<file path="config.mk">
export PLATFORM = sky130hd
export DESIGN_NAME = decode_stage
export DESIGN_NICKNAME = d
export VERILOG_FILES = /design/src/rtl/decode_pkg.sv /design/src/rtl/decode_comb.sv /design/src/rtl/decode_stage.sv
export SDC_FILE = /design/constraint.sdc
export NUM_CORES = 1
export LEC_CHECK = 0
export BUFFER_PORTS_ARGS = -buffer_cell sky130_fd_sc_hd__buf_2
export CAP_MARGIN = 10
export CORE_ASPECT_RATIO = 0.75
export CORE_MARGIN = 2
export CORE_UTILIZATION = 57
export DETAILED_ROUTE_END_ITERATION = 10
export GPL_TIMING_DRIVEN = 1
export PLACE_DENSITY = 0.8
export SYNTH_ARGS = -nofsm -noshare
export SYNTH_HDL_FRONTEND = slang
export SYNTH_SLANG_ARGS = --single-unit
</file>
<file path="constraint.sdc">
create_clock -name clk -period 2.6 [get_ports clk]
set_input_delay 0.65 -clock clk [delete_from_list [all_inputs] [get_ports clk]]
set_output_delay 0.65 -clock clk [all_outputs]
set_load 0.01 [all_outputs]
</file>
<file path="src/rtl/decode_pkg.sv">
// decode_pkg: shared definitions for the decode stage.
//   - RISC-V major opcodes and funct7 classes
//   - 5-bit ALU operation codes (ADD=00000 ... MULHU=10110)
//   - ctrl_t, the packed control bundle handed to execute, and CTRL_W
//   - buf_state_e, the skid-buffer occupancy state
//   - helpers mapping funct3 to ALU codes for register and immediate forms
package decode_pkg;

  localparam logic [6:0] OPC_LOAD     = 7'b0000011;
  localparam logic [6:0] OPC_MISC_MEM = 7'b0001111;
  localparam logic [6:0] OPC_OP_IMM   = 7'b0010011;
  localparam logic [6:0] OPC_AUIPC    = 7'b0010111;
  localparam logic [6:0] OPC_STORE    = 7'b0100011;
  localparam logic [6:0] OPC_OP       = 7'b0110011;
  localparam logic [6:0] OPC_LUI      = 7'b0110111;
  localparam logic [6:0] OPC_BRANCH   = 7'b1100011;
  localparam logic [6:0] OPC_JALR     = 7'b1100111;
  localparam logic [6:0] OPC_JAL      = 7'b1101111;
  localparam logic [6:0] OPC_SYSTEM   = 7'b1110011;

  localparam logic [6:0] F7_BASE   = 7'b0000000;
  localparam logic [6:0] F7_ALT    = 7'b0100000;
  localparam logic [6:0] F7_MULDIV = 7'b0000001;

  localparam logic [11:0] SYS_ECALL  = 12'h000;
  localparam logic [11:0] SYS_EBREAK = 12'h001;
  localparam logic [11:0] SYS_MRET   = 12'h302;

  localparam logic [4:0] ALU_ADD    = 5'd0;
  localparam logic [4:0] ALU_SUB    = 5'd1;
  localparam logic [4:0] ALU_SLL    = 5'd2;
  localparam logic [4:0] ALU_SLT    = 5'd3;
  localparam logic [4:0] ALU_SLTU   = 5'd4;
  localparam logic [4:0] ALU_XOR    = 5'd5;
  localparam logic [4:0] ALU_SRL    = 5'd6;
  localparam logic [4:0] ALU_SRA    = 5'd7;
  localparam logic [4:0] ALU_OR     = 5'd8;
  localparam logic [4:0] ALU_AND    = 5'd9;
  localparam logic [4:0] ALU_ADDI   = 5'd10;
  localparam logic [4:0] ALU_SLTI   = 5'd11;
  localparam logic [4:0] ALU_SLTIU  = 5'd12;
  localparam logic [4:0] ALU_XORI   = 5'd13;
  localparam logic [4:0] ALU_ORI    = 5'd14;
  localparam logic [4:0] ALU_ANDI   = 5'd15;
  localparam logic [4:0] ALU_SLLI   = 5'd16;
  localparam logic [4:0] ALU_SRLI   = 5'd17;
  localparam logic [4:0] ALU_SRAI   = 5'd18;
  localparam logic [4:0] ALU_MUL    = 5'd19;
  localparam logic [4:0] ALU_MULH   = 5'd20;
  localparam logic [4:0] ALU_MULHSU = 5'd21;
  localparam logic [4:0] ALU_MULHU  = 5'd22;

  typedef struct packed {
    logic        reg_write;
    logic        alu_src;
    logic        is_branch;
    logic [2:0]  b_type;
    logic        jal;
    logic        jalr;
    logic        is_load;
    logic        is_store;
    logic [2:0]  mem_size;
    logic        is_lui;
    logic        is_auipc;
    logic        is_div;
    logic [2:0]  div_op;
    logic        csr_we;
    logic [2:0]  csr_func;
    logic [11:0] csr_addr;
    logic        is_ecall;
    logic        is_ebreak;
    logic        is_mret;
  } ctrl_t;

  localparam int CTRL_W = $bits(ctrl_t);

  typedef enum logic [1:0] {
    BUF_EMPTY = 2'd0,
    BUF_ONE   = 2'd1,
    BUF_FULL  = 2'd2
  } buf_state_e;

  function automatic logic [4:0] alu_reg_op(input logic [2:0] f3);
    case (f3)
      3'b000:  return ALU_ADD;
      3'b001:  return ALU_SLL;
      3'b010:  return ALU_SLT;
      3'b011:  return ALU_SLTU;
      3'b100:  return ALU_XOR;
      3'b101:  return ALU_SRL;
      3'b110:  return ALU_OR;
      default: return ALU_AND;
    endcase
  endfunction

  // SRAI shares funct3=101 with SRLI; the caller picks SRAI from funct7.
  function automatic logic [4:0] alu_imm_op(input logic [2:0] f3);
    case (f3)
      3'b000:  return ALU_ADDI;
      3'b001:  return ALU_SLLI;
      3'b010:  return ALU_SLTI;
      3'b011:  return ALU_SLTIU;
      3'b100:  return ALU_XORI;
      3'b101:  return ALU_SRLI;
      3'b110:  return ALU_ORI;
      default: return ALU_ANDI;
    endcase
  endfunction

endpackage

</file>
<file path="src/rtl/decode_comb.sv">
// decode_comb: purely combinational RV32I/RV64I (+M, +Zicsr) instruction decoder.
// Ports:
//   instr               in  32    raw instruction
//   rd/rs1/rs2          out 5     register indices, 0 when the format does not use them
//   rs1_used/rs2_used   out 1     operand is actually read
//   imm                 out XLEN  sign-extended immediate; zero-extended uimm for CSR*I
//   alu_op              out 5     ALU operation code
//   ctrl                out       control bundle (all zero when illegal)
//   illegal             out 1     instruction is not legal in this configuration
module decode_comb
  import decode_pkg::*;
#(
  parameter int XLEN       = 32,
  parameter int ENABLE_M   = 1,
  parameter int ENABLE_CSR = 1
) (
  input  logic [31:0]     instr,
  output logic [4:0]      rd,
  output logic [4:0]      rs1,
  output logic [4:0]      rs2,
  output logic            rs1_used,
  output logic            rs2_used,
  output logic [XLEN-1:0] imm,
  output logic [4:0]      alu_op,
  output ctrl_t           ctrl,
  output logic            illegal
);

  logic [6:0]      opcode;
  logic [2:0]      f3;
  logic [6:0]      f7;
  logic [XLEN-1:0] imm_i, imm_s, imm_b, imm_u, imm_j, imm_z;
  logic            shamt_hi_bad;

  assign opcode = instr[6:0];
  assign f3     = instr[14:12];
  assign f7     = instr[31:25];

  assign imm_i = XLEN'($signed(instr[31:20]));
  assign imm_s = XLEN'($signed({instr[31:25], instr[11:7]}));
  assign imm_b = XLEN'($signed({instr[31], instr[7], instr[30:25], instr[11:8], 1'b0}));
  assign imm_u = XLEN'($signed({instr[31:12], 12'b0}));
  assign imm_j = XLEN'($signed({instr[31], instr[19:12], instr[20], instr[30:21], 1'b0}));
  assign imm_z = XLEN'(instr[19:15]);

  // On RV32 shamt is 5 bits, so instr[25] must be clear for shift-immediates.
  assign shamt_hi_bad = (XLEN == 32) && instr[25];

  always_comb begin
    rd       = '0;
    rs1      = '0;
    rs2      = '0;
    rs1_used = 1'b0;
    rs2_used = 1'b0;
    imm      = '0;
    alu_op   = ALU_ADD;
    ctrl     = '0;
    illegal  = 1'b0;

    case (opcode)
      OPC_OP: begin
        rd = instr[11:7]; rs1 = instr[19:15]; rs2 = instr[24:20];
        rs1_used = 1'b1; rs2_used = 1'b1;
        ctrl.reg_write = 1'b1;
        case (f7)
          F7_BASE: alu_op = alu_reg_op(f3);
          F7_ALT: begin
            if (f3 == 3'b000)      alu_op = ALU_SUB;
            else if (f3 == 3'b101) alu_op = ALU_SRA;
            else                   illegal = 1'b1;
          end
          F7_MULDIV: begin
            if (ENABLE_M == 0) begin
              illegal = 1'b1;
            end else if (f3[2]) begin
              // Divider is a separate unit; the ALU sees ADD and ignores it.
              ctrl.is_div = 1'b1;
              ctrl.div_op = {1'b1, f3[1:0]};
            end else begin
              alu_op = ALU_MUL + 5'(f3[1:0]);
            end
          end
          default: illegal = 1'b1;
        endcase
      end
      OPC_OP_IMM: begin
        rd = instr[11:7]; rs1 = instr[19:15]; rs1_used = 1'b1;
        imm = imm_i;
        ctrl.reg_write = 1'b1; ctrl.alu_src = 1'b1;
        alu_op = alu_imm_op(f3);
        if (f3 == 3'b001) begin
          if (f7[6:1] != 6'b000000 || shamt_hi_bad) illegal = 1'b1;
        end else if (f3 == 3'b101) begin
          if (f7[6:1] == 6'b010000) alu_op = ALU_SRAI;
          else if (f7[6:1] != 6'b000000) illegal = 1'b1;
          if (shamt_hi_bad) illegal = 1'b1;
        end
      end
      OPC_LOAD: begin
        rd = instr[11:7]; rs1 = instr[19:15]; rs1_used = 1'b1;
        imm = imm_i;
        ctrl.reg_write = 1'b1; ctrl.alu_src = 1'b1; ctrl.is_load = 1'b1;
        ctrl.mem_size = f3;
        if (f3 == 3'b111 || (XLEN == 32 && (f3 == 3'b011 || f3 == 3'b110))) illegal = 1'b1;
      end
      OPC_STORE: begin
        rs1 = instr[19:15]; rs2 = instr[24:20];
        rs1_used = 1'b1; rs2_used = 1'b1;
        imm = imm_s;
        ctrl.alu_src = 1'b1; ctrl.is_store = 1'b1; ctrl.mem_size = f3;
        if (f3[2] || (XLEN == 32 && f3 == 3'b011)) illegal = 1'b1;
      end
      OPC_BRANCH: begin
        rs1 = instr[19:15]; rs2 = instr[24:20];
        rs1_used = 1'b1; rs2_used = 1'b1;
        imm = imm_b;
        ctrl.is_branch = 1'b1; ctrl.b_type = f3;
        if (f3[2:1] == 2'b01) illegal = 1'b1;
      end
      OPC_JAL: begin
        rd = instr[11:7];
        imm = imm_j;
        ctrl.reg_write = 1'b1; ctrl.jal = 1'b1;
      end
      OPC_JALR: begin
        rd = instr[11:7]; rs1 = instr[19:15]; rs1_used = 1'b1;
        imm = imm_i;
        ctrl.reg_write = 1'b1; ctrl.alu_src = 1'b1; ctrl.jalr = 1'b1;
        if (f3 != 3'b000) illegal = 1'b1;
      end
      OPC_LUI: begin
        rd = instr[11:7]; imm = imm_u;
        ctrl.reg_write = 1'b1; ctrl.alu_src = 1'b1; ctrl.is_lui = 1'b1;
      end
      OPC_AUIPC: begin
        rd = instr[11:7]; imm = imm_u;
        ctrl.reg_write = 1'b1; ctrl.alu_src = 1'b1; ctrl.is_auipc = 1'b1;
      end
      OPC_MISC_MEM: begin
        // FENCE/FENCE.I: in-order single-issue core, nothing to do.
      end
      OPC_SYSTEM: begin
        if (f3 == 3'b000) begin
          case (instr[31:20])
            SYS_ECALL:  ctrl.is_ecall  = 1'b1;
            SYS_EBREAK: ctrl.is_ebreak = 1'b1;
            SYS_MRET:   ctrl.is_mret   = 1'b1;
            default:    illegal = 1'b1;
          endcase
        end else if (f3 == 3'b100 || ENABLE_CSR == 0) begin
          illegal = 1'b1;
        end else begin
          rd = instr[11:7];
          ctrl.reg_write = 1'b1;
          ctrl.csr_func  = f3;
          ctrl.csr_addr  = instr[31:20];
          // CSRRS/CSRRC with a zero source are pure reads and must not write.
          ctrl.csr_we    = (f3[1:0] == 2'b01) || (instr[19:15] != 5'd0);
          if (f3[2]) begin
            imm = imm_z;
          end else begin
            rs1 = instr[19:15]; rs1_used = 1'b1;
          end
        end
      end
      default: illegal = 1'b1;
    endcase

    if (rd == 5'd0) ctrl.reg_write = 1'b0;

    if (illegal) begin
      rd = '0; rs1 = '0; rs2 = '0;
      rs1_used = 1'b0; rs2_used = 1'b0;
      imm = '0; alu_op = ALU_ADD; ctrl = '0;
    end
  end

endmodule

</file>
<file path="src/rtl/decode_stage.sv">
// decode_stage: registered decode stage between fetch and execute, with a
// 2-entry skid buffer (main + skid) so execute back-pressure never loses beats.
// Ports:
//   clk, rst_n            clock (rising edge), asynchronous active-low reset
//   flush                 drop every buffered and incoming beat
//   in_valid/in_ready     fetch handshake; in_instr/in_pc carried with it
//   out_valid/out_ready   execute handshake; out_* fields carried with it
//   out_rd/rs1/rs2, out_rs1_used/out_rs2_used, out_imm, out_alu_op,
//   out_ctrl, out_illegal, out_pc   decoded beat
//   dbg_state             skid-buffer occupancy (buf_state_e)
//
// Handshake: a beat moves when valid && ready at a rising edge. A producer
// holds valid and its data until it is taken; out_* do not change while
// out_valid && !out_ready. in_ready depends only on registered state (low
// only when both entries are occupied), so there is no out_ready->in_ready path.
module decode_stage
  import decode_pkg::*;
#(
  parameter int XLEN       = 32,
  parameter int ENABLE_M   = 1,
  parameter int ENABLE_CSR = 1
) (
  input  logic            clk,
  input  logic            rst_n,
  input  logic            flush,
  input  logic            in_valid,
  output logic            in_ready,
  input  logic [31:0]     in_instr,
  input  logic [XLEN-1:0] in_pc,
  output logic            out_valid,
  input  logic            out_ready,
  output logic [XLEN-1:0] out_pc,
  output logic [4:0]      out_rd,
  output logic [4:0]      out_rs1,
  output logic [4:0]      out_rs2,
  output logic            out_rs1_used,
  output logic            out_rs2_used,
  output logic [XLEN-1:0] out_imm,
  output logic [4:0]      out_alu_op,
  output ctrl_t           out_ctrl,
  output logic            out_illegal,
  output logic [1:0]      dbg_state
);

  localparam int BEAT_W = 2 * XLEN + 3 * 5 + 2 + 5 + CTRL_W + 1;

  logic [4:0]      d_rd, d_rs1, d_rs2, d_alu_op;
  logic            d_rs1_used, d_rs2_used, d_illegal;
  logic [XLEN-1:0] d_imm;
  ctrl_t           d_ctrl;
  logic [BEAT_W-1:0] dec_beat;

  buf_state_e        state_q, state_d;
  logic [BEAT_W-1:0] main_q, main_d;
  logic [BEAT_W-1:0] skid_q, skid_d;
  logic              accept, pop;

  decode_comb #(
    .XLEN      (XLEN),
    .ENABLE_M  (ENABLE_M),
    .ENABLE_CSR(ENABLE_CSR)
  ) u_decode_comb (
    .instr   (in_instr),
    .rd      (d_rd),
    .rs1     (d_rs1),
    .rs2     (d_rs2),
    .rs1_used(d_rs1_used),
    .rs2_used(d_rs2_used),
    .imm     (d_imm),
    .alu_op  (d_alu_op),
    .ctrl    (d_ctrl),
    .illegal (d_illegal)
  );

  assign dec_beat = {in_pc, d_rd, d_rs1, d_rs2, d_rs1_used, d_rs2_used,
                     d_imm, d_alu_op, d_ctrl, d_illegal};

  assign in_ready  = (state_q != BUF_FULL);
  assign out_valid = (state_q != BUF_EMPTY);
  assign dbg_state = state_q;
  assign accept    = in_valid && in_ready;
  assign pop       = out_valid && out_ready;

  assign {out_pc, out_rd, out_rs1, out_rs2, out_rs1_used, out_rs2_used,
          out_imm, out_alu_op, out_ctrl, out_illegal} = main_q;

  // main_q always holds the oldest beat; skid_q only fills when a beat
  // arrives while main_q is stalled.
  always_comb begin
    state_d = state_q;
    main_d  = main_q;
    skid_d  = skid_q;
    if (flush) begin
      state_d = BUF_EMPTY;
    end else begin
      case (state_q)
        BUF_EMPTY: begin
          if (accept) begin
            main_d  = dec_beat;
            state_d = BUF_ONE;
          end
        end
        BUF_ONE: begin
          if (accept && pop) begin
            main_d = dec_beat;
          end else if (accept) begin
            skid_d  = dec_beat;
            state_d = BUF_FULL;
          end else if (pop) begin
            state_d = BUF_EMPTY;
          end
        end
        BUF_FULL: begin
          if (pop) begin
            main_d  = skid_q;
            state_d = BUF_ONE;
          end
        end
        default: state_d = BUF_EMPTY;
      endcase
    end
  end

  always_ff @(posedge clk or negedge rst_n) begin
    if (!rst_n) begin
      state_q <= BUF_EMPTY;
      main_q  <= '0;
      skid_q  <= '0;
    end else begin
      state_q <= state_d;
      main_q  <= main_d;
      skid_q  <= skid_d;
    end
  end

endmodule

</file>
**Yosys cells after proc, flatten, opt, wreduce, memory -nomap -nowiden**

Index checks and enable logic that the tools add are counted.

- Register bits: 252
- Input bits: 69
- Output and inout bits: 129

- Add/sub/neg operators: 1
- Eq/ne operators: 35
- Mux-type cells: 86
- Bitwise gates (word level): 2
- Reductions and logical operators: 31

Operator list:

| operator | number |
|---|---|
| 125-bit two-way mux | 3 |
| 125-bit case mux with 3 select lines | 1 |
| 32-bit case mux with 6 select lines | 1 |
| 32-bit two-way mux | 3 |
| 5-bit two-way mux | 16 |
| 38-bit two-way mux | 1 |
| 5-bit case mux with 7 select lines | 1 |
| 1-bit two-way mux | 34 |
| 16-bit two-way mux | 2 |
| 5-bit case mux with 2 select lines | 3 |
| 7-bit by 6-bit equality test with 1-bit output (second input constant) | 4 |
| 7-bit equality test (second input constant) | 4 |
| 4-bit case mux with 7 select lines | 1 |
| 19-bit two-way mux | 1 |
| 4-bit two-way mux | 4 |
| 5-bit case mux with 3 select lines | 1 |
| 7-bit by 5-bit equality test with 1-bit output (second input constant) | 2 |
| 12-bit by 1-bit equality test with 1-bit output (second input constant) | 1 |
| 12-bit by 10-bit equality test with 1-bit output (second input constant) | 1 |
| 3-bit equality test (second input constant) | 4 |
| 12-bit logical NOT | 1 |
| 2-bit two-way mux | 6 |
| 6-bit OR reduction | 2 |
| 3-bit two-way mux | 3 |
| other kinds (32) | 55 |

**Depth between registers and ports, before layout**

Gate-level depths: netlist of the first run.

- Depth after elaboration: 10
- Gate-level depth with buffers: 12

**By module**

A second synthesis of the first run with hierarchy kept.

- Cell total of the unflattened synthesis: 977
- Area, all modules: 12,519.5 um2

Modules (own cells, without submodules):

| module | times used | cells each | area an instance (um2) | seq. area each (um2) |
|---|---|---|---|---|
| decode_stage | 1 | 682 | 10,874.2 | 6,306.0 |
| decode_comb | 1 | 295 | 1,645.3 | 0.0 |

**Least setup slack after synthesis of the first run**

OpenSTA, ideal clock, no wires.

- Path type: input to register
- Start point: input in_instr[12]
- End point: register skid_q[60]
- Arrival time: 2.780 ns
- Data required time: 2.504 ns
- Path slack: -0.275 ns
- Cell stages on the path: 11
- Buffers on the path: 4
- Path through: clkbuf_1 -> inv_1 -> ha_1 -> clkbuf_1 -> nand4_1 -> nor2_1 -> nor4_2 -> nand3_2 -> buf_6 -> buf_6 -> o31ai_1

- Cells in the longest elaborated chain, start to end: 6

Ends and longest elaborated chain:

| element | RTL line | RTL |
|---|---|---|
| start: declaration | decode_stage.sv:28 | `input logic [31:0] in_instr,` |
| 3-bit equality test, or another cell as far along | decode_comb.sv:69, decode_comb.sv:93 |  |
| 1-bit two-way mux / 1-bit logical OR (equally long branches) | decode_comb.sv:69, decode_comb.sv:104 |  |
| 1-bit two-way mux / 1-bit logical OR (equally long branches) | decode_comb.sv:68, decode_comb.sv:104 |  |
| 1-bit case mux with 2 select lines / 1-bit two-way mux (equally long branches) | decode_comb.sv:65, decode_comb.sv:104 |  |
| 1-bit case mux with 8 select lines | decode_comb.sv:60 | `case (opcode)` |
| 32-bit two-way mux (*) | decode_comb.sv:171 | `if (illegal) begin` |
| end signal: assignment | decode_stage.sv:132 | `skid_q <= skid_d;` |
| end: declaration | decode_stage.sv:55 | `logic [BEAT_W-1:0] skid_q, skid_d;` |

Every way passes the cells marked *; elsewhere a longest branch is shown, timed or not.
A chain may end at the register's enable or synchronous reset.

**Worst setup path after layout of the first run**

- Start point: input in_instr[26]
- End point: register main_q[27]

- Cells in the longest elaborated chain, start to end: 10

Ends and longest elaborated chain:

| element | RTL line | RTL |
|---|---|---|
| 6-bit nonzero test | decode_comb.sv:92, decode_comb.sv:95 |  |
| 1-bit two-way mux | decode_comb.sv:95 | `else if (f7[6:1] != 6'b000000) illegal = 1'b1;` |
| 1-bit two-way mux | decode_comb.sv:94 | `if (f7[6:1] == 6'b010000) alu_op = ALU_SRAI;` |
| 1-bit two-way mux | decode_comb.sv:96 | `if (shamt_hi_bad) illegal = 1'b1;` |
| 1-bit two-way mux | decode_comb.sv:93 | `end else if (f3 == 3'b101) begin` |
| 1-bit two-way mux | decode_comb.sv:91 | `if (f3 == 3'b001) begin` |
| 1-bit case mux with 8 select lines (*) | decode_comb.sv:60 |  |
| 38-bit two-way mux (*) | decode_comb.sv:171 |  |
| 125-bit two-way mux (on tied branches) | decode_stage.sv:104, decode_stage.sv:98 |  |
| 125-bit case mux with 3 select lines (*) | decode_stage.sv:96 | `case (state_q)` |
| end signal: assignment | decode_stage.sv:131 | `main_q <= main_d;` |
| end: declaration | decode_stage.sv:54 | `logic [BEAT_W-1:0] main_q, main_d;` |

Every way passes the cells marked *; elsewhere a longest branch is shown, timed or not. The select of a mux whose other input is x is not followed.

==> results of run 1 <==
==> final timing paths <==
| path | start | to | slack, ns | depth (start not counted) |
|---|---|---|---|---|
| max reg2reg | dbg_state[1] | main_q[70] | 0.48 | 7 |
| max in group asynchronous | rst_n | skid_q[87] | 1.82 | 2 |
| min | rst_n | main_q[64] | 0.05 | 1 |
| min reg2reg | skid_q[82] | skid_q[82] | 0.47 | 2 |
| min in group clk | in_pc[10] | skid_q[103] | 0.34 | 3 |
| max | in_instr[26] | main_q[27] | 0.33 | 8 |
==> kinds of logic after synthesis <==
logic type	share of synthesized area (%)
multiplexers	0.3507
AND/OR/NAND/NOR	23.00
adder cells (fa/ha/maj)	0.4126
flip-flops	51.57
buffers and inverters	4.920
AO/OA/AOI/OAI	19.74
==> power breakdown <==
group          switching (W)  internal [W]  leakage [nW]  total [W]
clock                0.00150       0.00229         0.432    0.00379
sequential          0.000170       0.00419          3.31    0.00436
combinational       0.000785      0.000438          3.37    0.00122
total                0.00246       0.00691          7.10    0.00937
==> placed cells by master, fill, tap and decap left out, types with 5 or more instances in the layout <==
master	count
a21oi_1	106
nor2_1	80
nand2b_1	5
buf_12	15
clkbuf_16	25
a31oi_1	57
inv_1	6
or3_1	8
dfrtp_1	250
buf_2	196
o31ai_2	52
clkinv_2	5
o21ai_1	9
o21ai_0	59
clkbuf_8	8
and2_1	5
nor3_1	6
buf_4	65
o31ai_1	23
nand3_1	76
o41ai_1	6
and3_1	67
a22o_1	5
nand2_1	342
==> layout make-up <==
type	instances	share of cell area, %
well taps	288	2.464
clock buffers	37	5.133
multi-input cells	973	36.38
diodes	2	0.03422
inverters	9	0.2310
clock inverters	8	0.7871
flip-flops and latches	250	42.78
repair buffers	277	12.20
==> routing by layer <==
layer	up-vias	track usage, %	part of all wire, %	routed length [um]
li1	5086	-	-	-
met1	5403	47.51	45	15700
met2	491	45.93	45	15710
met3	61	6.278	8.8	3117
met4	2	7.464	2.0	702
met5	-	0	0.037	13
==> flip-flops by register name (all words and copies together) (netlist names) <==
| name | count |
|---|---|
| skid_q | 124 |
| dbg_state | 2 |
| main_q | 124 |
==> metrics by stage <==
step	worst slack (ns)	utilization [%]	setup TNS (ns)
6_report	0.3321	69.62	0
5_1_grt	0.2282	69.61	0
4_1_cts	0.3711	69.60	0
3_5_place_dp	-0.1755	65.47	-9.265
3_3_place_gp	-0.1043	65.47	-4.910
2_1_floorplan	0.02557	-	0
==> impl_results.md, run 1 <==
- Status: complete, no violations
- Initial Util: 57.74%
- CTS tree: built
- Critical path peak fanout: 24
- GPL Wtd Cong: 0.9969
- Design area: 0.01463 mm^2
- Final WL: 35.24 mm
- Vias in the first global route: 10.20k
- Final setup fails: 0
- DR vias: 11.04k
- Slowest stage delay, CP: 0.54 ns
- Num CTS Buffers: 25
- Top Family by Delay on Critical Path: simple AND/OR/NAND/NOR gates
- Area of the multi-input gates: 0.005320 mm^2
- Core Region: 0.02101 mm^2
- Tightest Hold Check Type: in -> async
- Reg clk slew, reported paths: 0.06 ns
- Post-synth EDFFs: 0
- Pwr Density: 640.8 mW/mm^2
- CTS root buf: clkbuf_16
- Achievable clock frequency: 0.4409 GHz
- Worst endpoint required time: 2.99 ns
- Crit share post-route: 87.23%
- Die height: 130.3 um
- Register area: 0.006256 mm^2
- Final count of pins violating max slew: 0
- Residual DRC: 0
- Area Overhead vs Synth: 20.57%
- WL per Instance: 19.11 um
- IO Port Bufs: 197
- Site Rows: 46
- CP cell instances: buf_2, or3_1, or4_4, nand2b_2, o31a_4, nand4_4, buf_12, o41ai_1
- Hpwl dp: 22.93 mm
- Skew-Pair Late Insertion Delay: 0.51 ns
- Htree depth: 1
- Initial antenna violation count: 3
- Final net count: 1609
- RSZ-0062 raised after global routing: no
- Global route total overflow: 0
- FFs w/ async S/R, synth: 100.0%
- Placed Instances: 1797
- Worst-case clock buffer depth: 3
- Worst slew pin tran: 0.5825 ns
- Ports: 198
- Unique masters post-synth: 62
- Drt pass-1 iters: 7
- Yosys top cell area share: 51.57%
- Syn_area_per_cell: 8.913 um^2
- Layout Cells excl Fill: 1844
- Clock Sinks: 250
- Routed vias/inst: 5.989
- Startpoint types: input port
- Largest net degree at the start of global routing: 128
- All-layer global routing usage: 31.17%
- Critical Path Slowest Stage Cell: or4_4
- Top cells by area, synth: dfrtp_1, nand2_1, o31ai_2, a21oi_1, and3_1
- Setup Crit Path Kind: in -> reg
- Final Hold Viols: 0
- Seq/Total Area, Yosys: 51.57%
- First-pass GRT wire length: 55.51 mm
- Top-count cell post-synth: nand2_1
- Fin crit period: 2.268 ns
- Fill cells: 1669
- Layout cells sized above 1: 25.35%
- Ys flop type: dfrtp_1
- Final Total Pwr: 0.009372 W
- Post-CTS Setup Repair Bufs: 0
- Arr. time, crit path: 2.66 ns
- DRT iter0 DRCs: 1283
- Synth Net Count: 1434
- Area leader, netlist: dfrtp_1
- Final setup skew: 0.008199 ns
- Peak supply drop: 468.8 uV
- Critical Path End Type: register
- Hold buffers post-CTS: 0
- Quantity of gates resized following cts: 0
- Post-synth top cells: nand2_1, dfrtp_1, a21oi_1, clkbuf_1, nor2_1
- Routed Antenna Nets: 0
- Syn Inst Count: 1361
- Die X: 172.5 um
- Netlist Area Pre-Place: 0.01213 mm^2
- LEAKAGE: 7.104 nW
- Die Area: 0.02248 mm^2
- Worst path bufs/invs: 2
- Yosys reg bits: 250
- Hold slack: 0.05172 ns
- Yosys warns: 0
- Rel. slew slack: 61.17%
- Maxcap violations: 0
- Cell Area, Placed: 0.01375 mm^2
Power figures use the tool's default switching activity.
==> run 2: changes to the inputs <==
- ABC_AREA: default -> 1
==> run 2 against run 1 <==
Net effect: synthesized cell count up 19%; via count rose by 7.6%; core utilization up 0.33 points; critical path depth is 4 lower; flip-flop and latch count did not move; critical path type is now reg -> out; first-iteration DRC count decreased by 2.2%; sequential share of layout area down 0.20 points; critical endpoint is now in_ready; global-route usage increased by 0.38 points; register-to-register slack better by 0.10 ns; non-clock buffer count stayed put.
==> impl_results.md, run 2 <==
- CTS tree: built
- Yosys top cell area share: 51.57% (about the same)
- Quantity of gates resized following cts: 0 (unchanged)
- Routed Antenna Nets: 0 (unchanged)
- Top cells by area, synth: dfrtp_1, nand2_1, nor2_1, nand3_1, o21ai_0
- Setup Crit Path Kind: reg -> out
- Die height: 130.3 um (about the same)
- Unique masters post-synth: 30 (-52%)
- First-pass GRT wire length: 56.37 mm (+1.6%)
- Global route total overflow: 0 (unchanged)
- Post-synth top cells: nand2_1, dfrtp_1, nor2_1, nand3_1, clkbuf_1
- Die X: 172.5 um (about the same)
- Top Metal Used: met4
- Post-synth EDFFs: 0 (unchanged)
- CP cell instances: inv_1, nor2_4, inv_4, buf_2
- CTS root buf: clkbuf_16
- Top-count cell post-synth: nand2_1
- Largest net degree at the start of global routing: 154 (+20%)
- Achievable clock frequency: 0.4167 GHz (-5.5%)
- Seq/Total Area, Yosys: 51.57% (about the same)
- Routed vias/inst: 5.586 (-6.7%)
- Peak supply drop: 566.0 uV (+21%)
- DR WL met3: 2.847 mm (-8.7%)
- Final setup fails: 0 (unchanged)
- Htree depth: 1 (unchanged)
- DRT iter0 DRCs: 1255 (-2.2%)
- Post-CTS Setup Repair Bufs: 0 (unchanged)
- M1 WL: 16.17 mm (+3.0%)
- Initial antenna violation count: 1 (-2)
- Slowest stage delay, CP: 0.40 ns (-0.14 ns)
- Most frequent cells in the layout: nand2_1, dfrtp_1, nor2_1
- Drt pass-1 iters: 6 (-1)
- Critical Path Slowest Stage Cell: dfrtp_1
- Largest family of logic cells by synthesized area: simple AND/OR/NAND/NOR gates
- All-layer global routing usage: 31.55% (+0.38 points)
- LEAKAGE: 8.196 nW (+15%)
- Met2 WL: 15.99 mm (+1.8%)
- Yosys reg bits: 250 (unchanged)
- Post-synthesis compound-gate area fraction: 9.684% (-10 points)
- Synth Net Count: 1691 (+18%)
- Synth Area in Adders: 0.4125% (about the same)
- Layout cells sized above 1: 18.50% (-6.9 points)
- Worst path bufs/invs: 3 (+1)
- GPL Wtd Cong: 0.9290 (-6.8%)
- Site Rows: 46 (unchanged)
- Critical Path End Type: primary output
- Final Hold Viols: 0 (unchanged)
- Final net count: 1893 (+18%)
- Critical path peak fanout: 34 (+42%)
- Vias in the first global route: 10.97k (+7.5%)
- Ports: 198 (unchanged)
- Arr. time, crit path: 1.75 ns (-0.91 ns)
- FFs w/ async S/R, synth: 100.0% (unchanged)
- Final setup skew: 0.006584 ns (-0.001616 ns)
- IO Port Bufs: 197 (unchanged)
- Fin util: 69.95% (+0.33 points)
- Synth Area in Simple Gates: 32.77% (+9.8 points)
- Fin crit period: 2.400 ns (+0.1318 ns)
- Startpoint types: register
- RSZ-0062 raised after global routing: no
- Crit share post-route: 92.29% (+5.1 points)
- Hold buffers post-CTS: 0 (unchanged)
- Post-Route Setup TNS: 0 ns (unchanged)
- Syn Inst Count: 1618 (+19%)
- Netlist Area Pre-Place: 0.01213 mm^2 (about the same)
- Status: complete, no violations
- Maxcap violations: 0 (unchanged)
- Hpwl dp: 24.27 mm (+5.9%)
- Die Area: 0.02248 mm^2 (about the same)
- Syn_area_per_cell: 7.498 um^2 (-16%)
- Core Region: 0.02101 mm^2 (unchanged)
- Clock Sinks: 250 (unchanged)
- Residual DRC: 0 (unchanged)
- Reg clk slew, reported paths: 0.06 ns (about the same)
- Final WL: 35.80 mm (+1.6%)
- Initial Util: 57.75% (about the same)
- Tightest Hold Check Type: in -> async
- Area leader, netlist: dfrtp_1
- Final Total Pwr: 0.009745 W (+4.0%)
- Most common cell after layout, fill and taps aside: nand2_1
- Yosys warns: 0 (unchanged)
- Top Family by Delay on Critical Path: buffers and inverters
- Worst-case clock buffer depth: 3 (unchanged)
- Area Overhead vs Synth: 21.12%
- Worst slew pin tran: 0.7754 ns (+0.1929 ns)
- Pwr Density: 663.2 mW/mm^2 (+3.5%)
- Final count of pins violating max slew: 0 (unchanged)
- Placed Instances: 2081 (+16%)
- Mux contribution to synthesized area: 0.1650% (-0.19 points)
- Synth Area in XOR/XNOR: 0% (unchanged)
- DR vias: 11.88k (+7.6%)
- Hold slack: 0.06682 ns (+0.01510 ns)
- Layout Cells excl Fill: 2127 (+15%)
- Ys flop type: dfrtp_1
- Worst endpoint required time: 1.95 ns (-1.04 ns)
- Rel. slew slack: 48.31% (-13 points)
- Skew-Pair Late Insertion Delay: 0.52 ns (about the same)
- WL per Instance: 16.83 um (-12%)
- Num CTS Buffers: 25 (unchanged)
[run 2: changes by cell type after synthesis, moves of 29 or more]
cell	change
clkbuf_1	-29
and3_1	-68
inv_1	+49
nor2_1	+124
nand4_1	+51
a21oi_1	-70
o31ai_2	-52
o21ai_1	+45
nand2_1	+285
[run 2: power by group]
part / total, W / internal, W / switching (W) / leakage (nW)
clock: 0.00380 / 0.00219 / 0.00160 / 0.404
combinational: 0.00144 / 0.000527 / 0.000916 / 4.48
sequential: 0.00450 / 0.00428 / 0.000220 / 3.31
[run 2: logic make-up (layout without fill, tap and decap cells)]
family / count (synthesis) / after routing
AOI/OAI and AO/OA: 216 / 216
adders and majority gates: 4 / 4
buffers and inverters: 164 / 384
DFF: 250 / 250
muxes: 2 / 2
other: 0 / 1
and+or+nand+nor: 982 / 982
[run 2: cell type report]
class / instances / area, um^2
multi-input combinational: 1204 / 5238
sequential: 250 / 6256
clock inverter: 19 / 216.5
antenna: 1 / 2.502
timing repair buffer: 277 / 1747
tap: 288 / 360.3
inverter: 62 / 235.2
clock buffer: 26 / 639.4
fill: 1726 / 6314
[run 2: per-stage QoR]
step / cell area [um^2] / worst slack, ns
final: 14690 / 0.2003
after global routing: 14690 / 0.1394
after CTS: 14690 / 0.2134
after detailed placement: 13840 / -0.1014
after global placement: 13840 / 0.05604
after floorplan: 12130 / 0.3222
[run 2: metal layers]
metal / up-vias / global-route usage (%)
li1: 5626 / -
met1: 5670 / 47.94
met2: 520 / 47.44
met3: 65 / 4.883
met4: 0 / 8.403
met5: - / 0
[run 2: final timing paths]
check	startpoint	endpoint	slack (ns)	cells past startpoint
worst min-delay path	rst_n	main_q[47]	0.07	1
worst max-delay path	dbg_state[1]	in_ready	0.20	4
min in group clk	in_pc[19]	skid_q[112]	0.34	3
worst max register to register	dbg_state[0]	main_q[105]	0.58	8
worst min register to register	main_q[49]	main_q[49]	0.47	2
max in group asynchronous	rst_n	main_q[2]	1.79	2
==> run 3: changes to the inputs <==
- CORE_UTILIZATION: 57 -> 53
- PLACE_DENSITY: 0.8 -> 0.76
==> run 3 against run 2 <==
Net effect: flip-flop and latch count is the same; final cell count grew 0.33%; global-route usage shrank 2.4 points; die area grew 7.3%; worst hold slack gained 0.027 ns; clock skew is essentially flat; clock power shrank 8.7%; via count shrank 2.3%; cell area shrank 0.53%; total power shrank 3.8%; wire length shrank 1.8%.
==> impl_results.md, run 3 (synthesis gave the netlist of run 2 again) <==
- Status: complete, no violations
- DR vias: 11.60k (-2.3%)
- GPL Wtd Cong: 0.9134 (-1.7%)
- Core Region: 0.02229 mm^2 (+6.1%)
- Worst slew pin tran: 0.7179 ns (-0.05750 ns)
- Critical Path End Type: primary output
- Startpoint types: register
- WL per Instance: 16.48 um (-2.1%)
- Worst endpoint required time: 1.95 ns (about the same)
- Largest net degree at the start of global routing: 154 (unchanged)
- R2R cell count: 8 (unchanged)
- Hpwl dp: 24.34 mm (+0.29%)
- DRT iter0 DRCs: 1249 (-0.48%)
- Final setup skew: 0.006662 ns (+0.00007850 ns)
- Reg2reg start: dbg_state[0]
- LEAKAGE: 8.177 nW (-0.23%)
- Setup Crit Path Kind: reg -> out
- Achievable clock frequency: 0.4257 GHz (+2.2%)
- RR Endpoint: main_q[105]
- Initial antenna violation count: 3 (+2)
- Critical path peak fanout: 32 (-5.9%)
- Most common cell after layout, fill and taps aside: nand2_1
- Quantity of gates resized following cts: 0 (unchanged)
- Slowest stage delay, CP: 0.41 ns (about the same)
- Hold buffers post-CTS: 0 (unchanged)
- Post-CTS Setup Repair Bufs: 0 (unchanged)
- Tightest Hold Check Type: in -> async
- Critical Path Slowest Stage Cell: dfrtp_1
- First-pass GRT wire length: 56.35 mm (about the same)
- Ports: 198 (unchanged)
- RSZ-0062 raised after global routing: no
- Hold slack: 0.09350 ns (+0.02668 ns)
- Worst path bufs/invs: 3 (unchanged)
- Crit share post-route: 90.35% (-1.9 points)
- Die Area: 0.02413 mm^2 (+7.3%)
- Drt pass-1 iters: 5 (-1)
- Die height: 135.0 um (+3.6%)
- Initial Util: 54.43% (-3.3 points)
- Peak supply drop: 478.5 uV (-15%)
- Fill cells: 1951 (+13%)
- Pwr Density: 641.7 mW/mm^2 (-3.2%)
- Final Total Pwr: 0.009379 W (-3.8%)
- CTS tree: built
- Htree depth: 1 (unchanged)
- Register area: 0.006256 mm^2 (unchanged)
- Reg2reg setup slack: 0.64 ns (+0.06 ns)
- Cell Area, Placed: 0.01384 mm^2 (about the same)
- Final Hold Viols: 0 (unchanged)
- Skew-Pair Late Insertion Delay: 0.52 ns (about the same)
- Most frequent cells in the layout: nand2_1, dfrtp_1, nor2_1
- Final net count: 1898 (+0.26%)
- Area of the multi-input gates: 0.005238 mm^2 (unchanged)
- Arr. time, crit path: 1.70 ns (-0.05 ns)
- Routed Antenna Nets: 0 (unchanged)
- All-layer global routing usage: 29.16% (-2.4 points)
- Fin crit period: 2.349 ns (-0.05058 ns)
- Fin util: 65.58% (-4.4 points)
- IO Port Bufs: 197 (unchanged)
- Rel. slew slack: 52.14% (+3.8 points)
- Maxcap violations: 0 (unchanged)
- Final setup fails: 0 (unchanged)
- Reg clk slew, reported paths: 0.06 ns (about the same)
- Die X: 178.7 um (+3.6%)
- Post-Route Setup TNS: 0 ns (unchanged)
- Routed vias/inst: 5.438 (-2.7%)
- Num CTS Buffers: 25 (unchanged)
- CTS root buf: clkbuf_16
- CP cell instances: inv_1, nor2_4, inv_4, buf_2
- Clock Sinks: 250 (unchanged)
- Worst-case clock buffer depth: 3 (unchanged)
- Residual DRC: 0 (unchanged)
- Layout cells sized above 1: 18.13% (-0.37 points)
- Site Rows: 47 (+2.2%)
- Top Family by Delay on Critical Path: buffers and inverters
- Vias in the first global route: 10.75k (-2.0%)
- Final WL: 35.17 mm (-1.8%)
- Final count of pins violating max slew: 0 (unchanged)
- Global route total overflow: 0 (unchanged)
- Area Overhead vs Synth: 20.48%
- Design area: 0.01462 mm^2 (-0.53%)
## run 3: changes by cell type in the layout (fill, tap and decap cells not counted), sizes merged
cell / before / now
bufinv: 4 / 1
buf: 277 / 282
diode: 1 / 3
clkbuf: 26 / 37
clkinv: 9 / 2
clkinvlp: 7 / 0
## run 3: area by class of cell
cell class	count	share of cell area, %
antenna	3	0.05136
clock buffer	37	4.999
clock inverter	2	0.2397
inverter	62	1.609
multi-input combinational	1204	35.83
sequential	250	42.80
tap	294	2.517
timing repair buffer	282	11.95
## run 3: power by group
part           internal (W)  leakage, nW  total [W]  switching (W)
Clock               0.00201        0.376    0.00347        0.00145
Combinational      0.000520         4.49    0.00142       0.000899
Sequential          0.00429         3.31    0.00450       0.000209
## run 3: layer usage
layer	up-vias	GRT usage, %	share of wire [%]
met3	49	4.645	7.7
met4	0	6.865	2.2
met2	474	42.86	44
met1	5456	45.22	46
met5	-	0	0
li1	5625	-	-
## run 3: worst max-delay path by stage
stage / startpoint / endpoint / cells past startpoint
after floorplan: in_instr[13] / main_q[84] / 16
after global placement: in_instr[13] / main_q[53] / 16
after detailed placement: in_instr[13] / main_q[0] / 15
after CTS: dbg_state[1] / in_ready / 4
after global routing: dbg_state[1] / in_ready / 4
final: dbg_state[1] / in_ready / 4
## run 3: worst reg2reg max path: stages, from the launching register on
cell and delay (ns):
dfrtp_1 0.47, nor2_1 0.18, inv_1 0.09, a21oi_1 0.25
nand2_4 0.09, inv_2 0.08, buf_4 0.44, nor2_1 0.12
a31oi_1 0.17
## run 3: metrics by stage
stage	cells	worst slack (ns)
after floorplan	1618	0.3222
after detailed placement	2092	-0.02310
final	2134	0.2509
after CTS	2131	0.2473
after global routing	2133	0.1499
after global placement	2092	0.04075
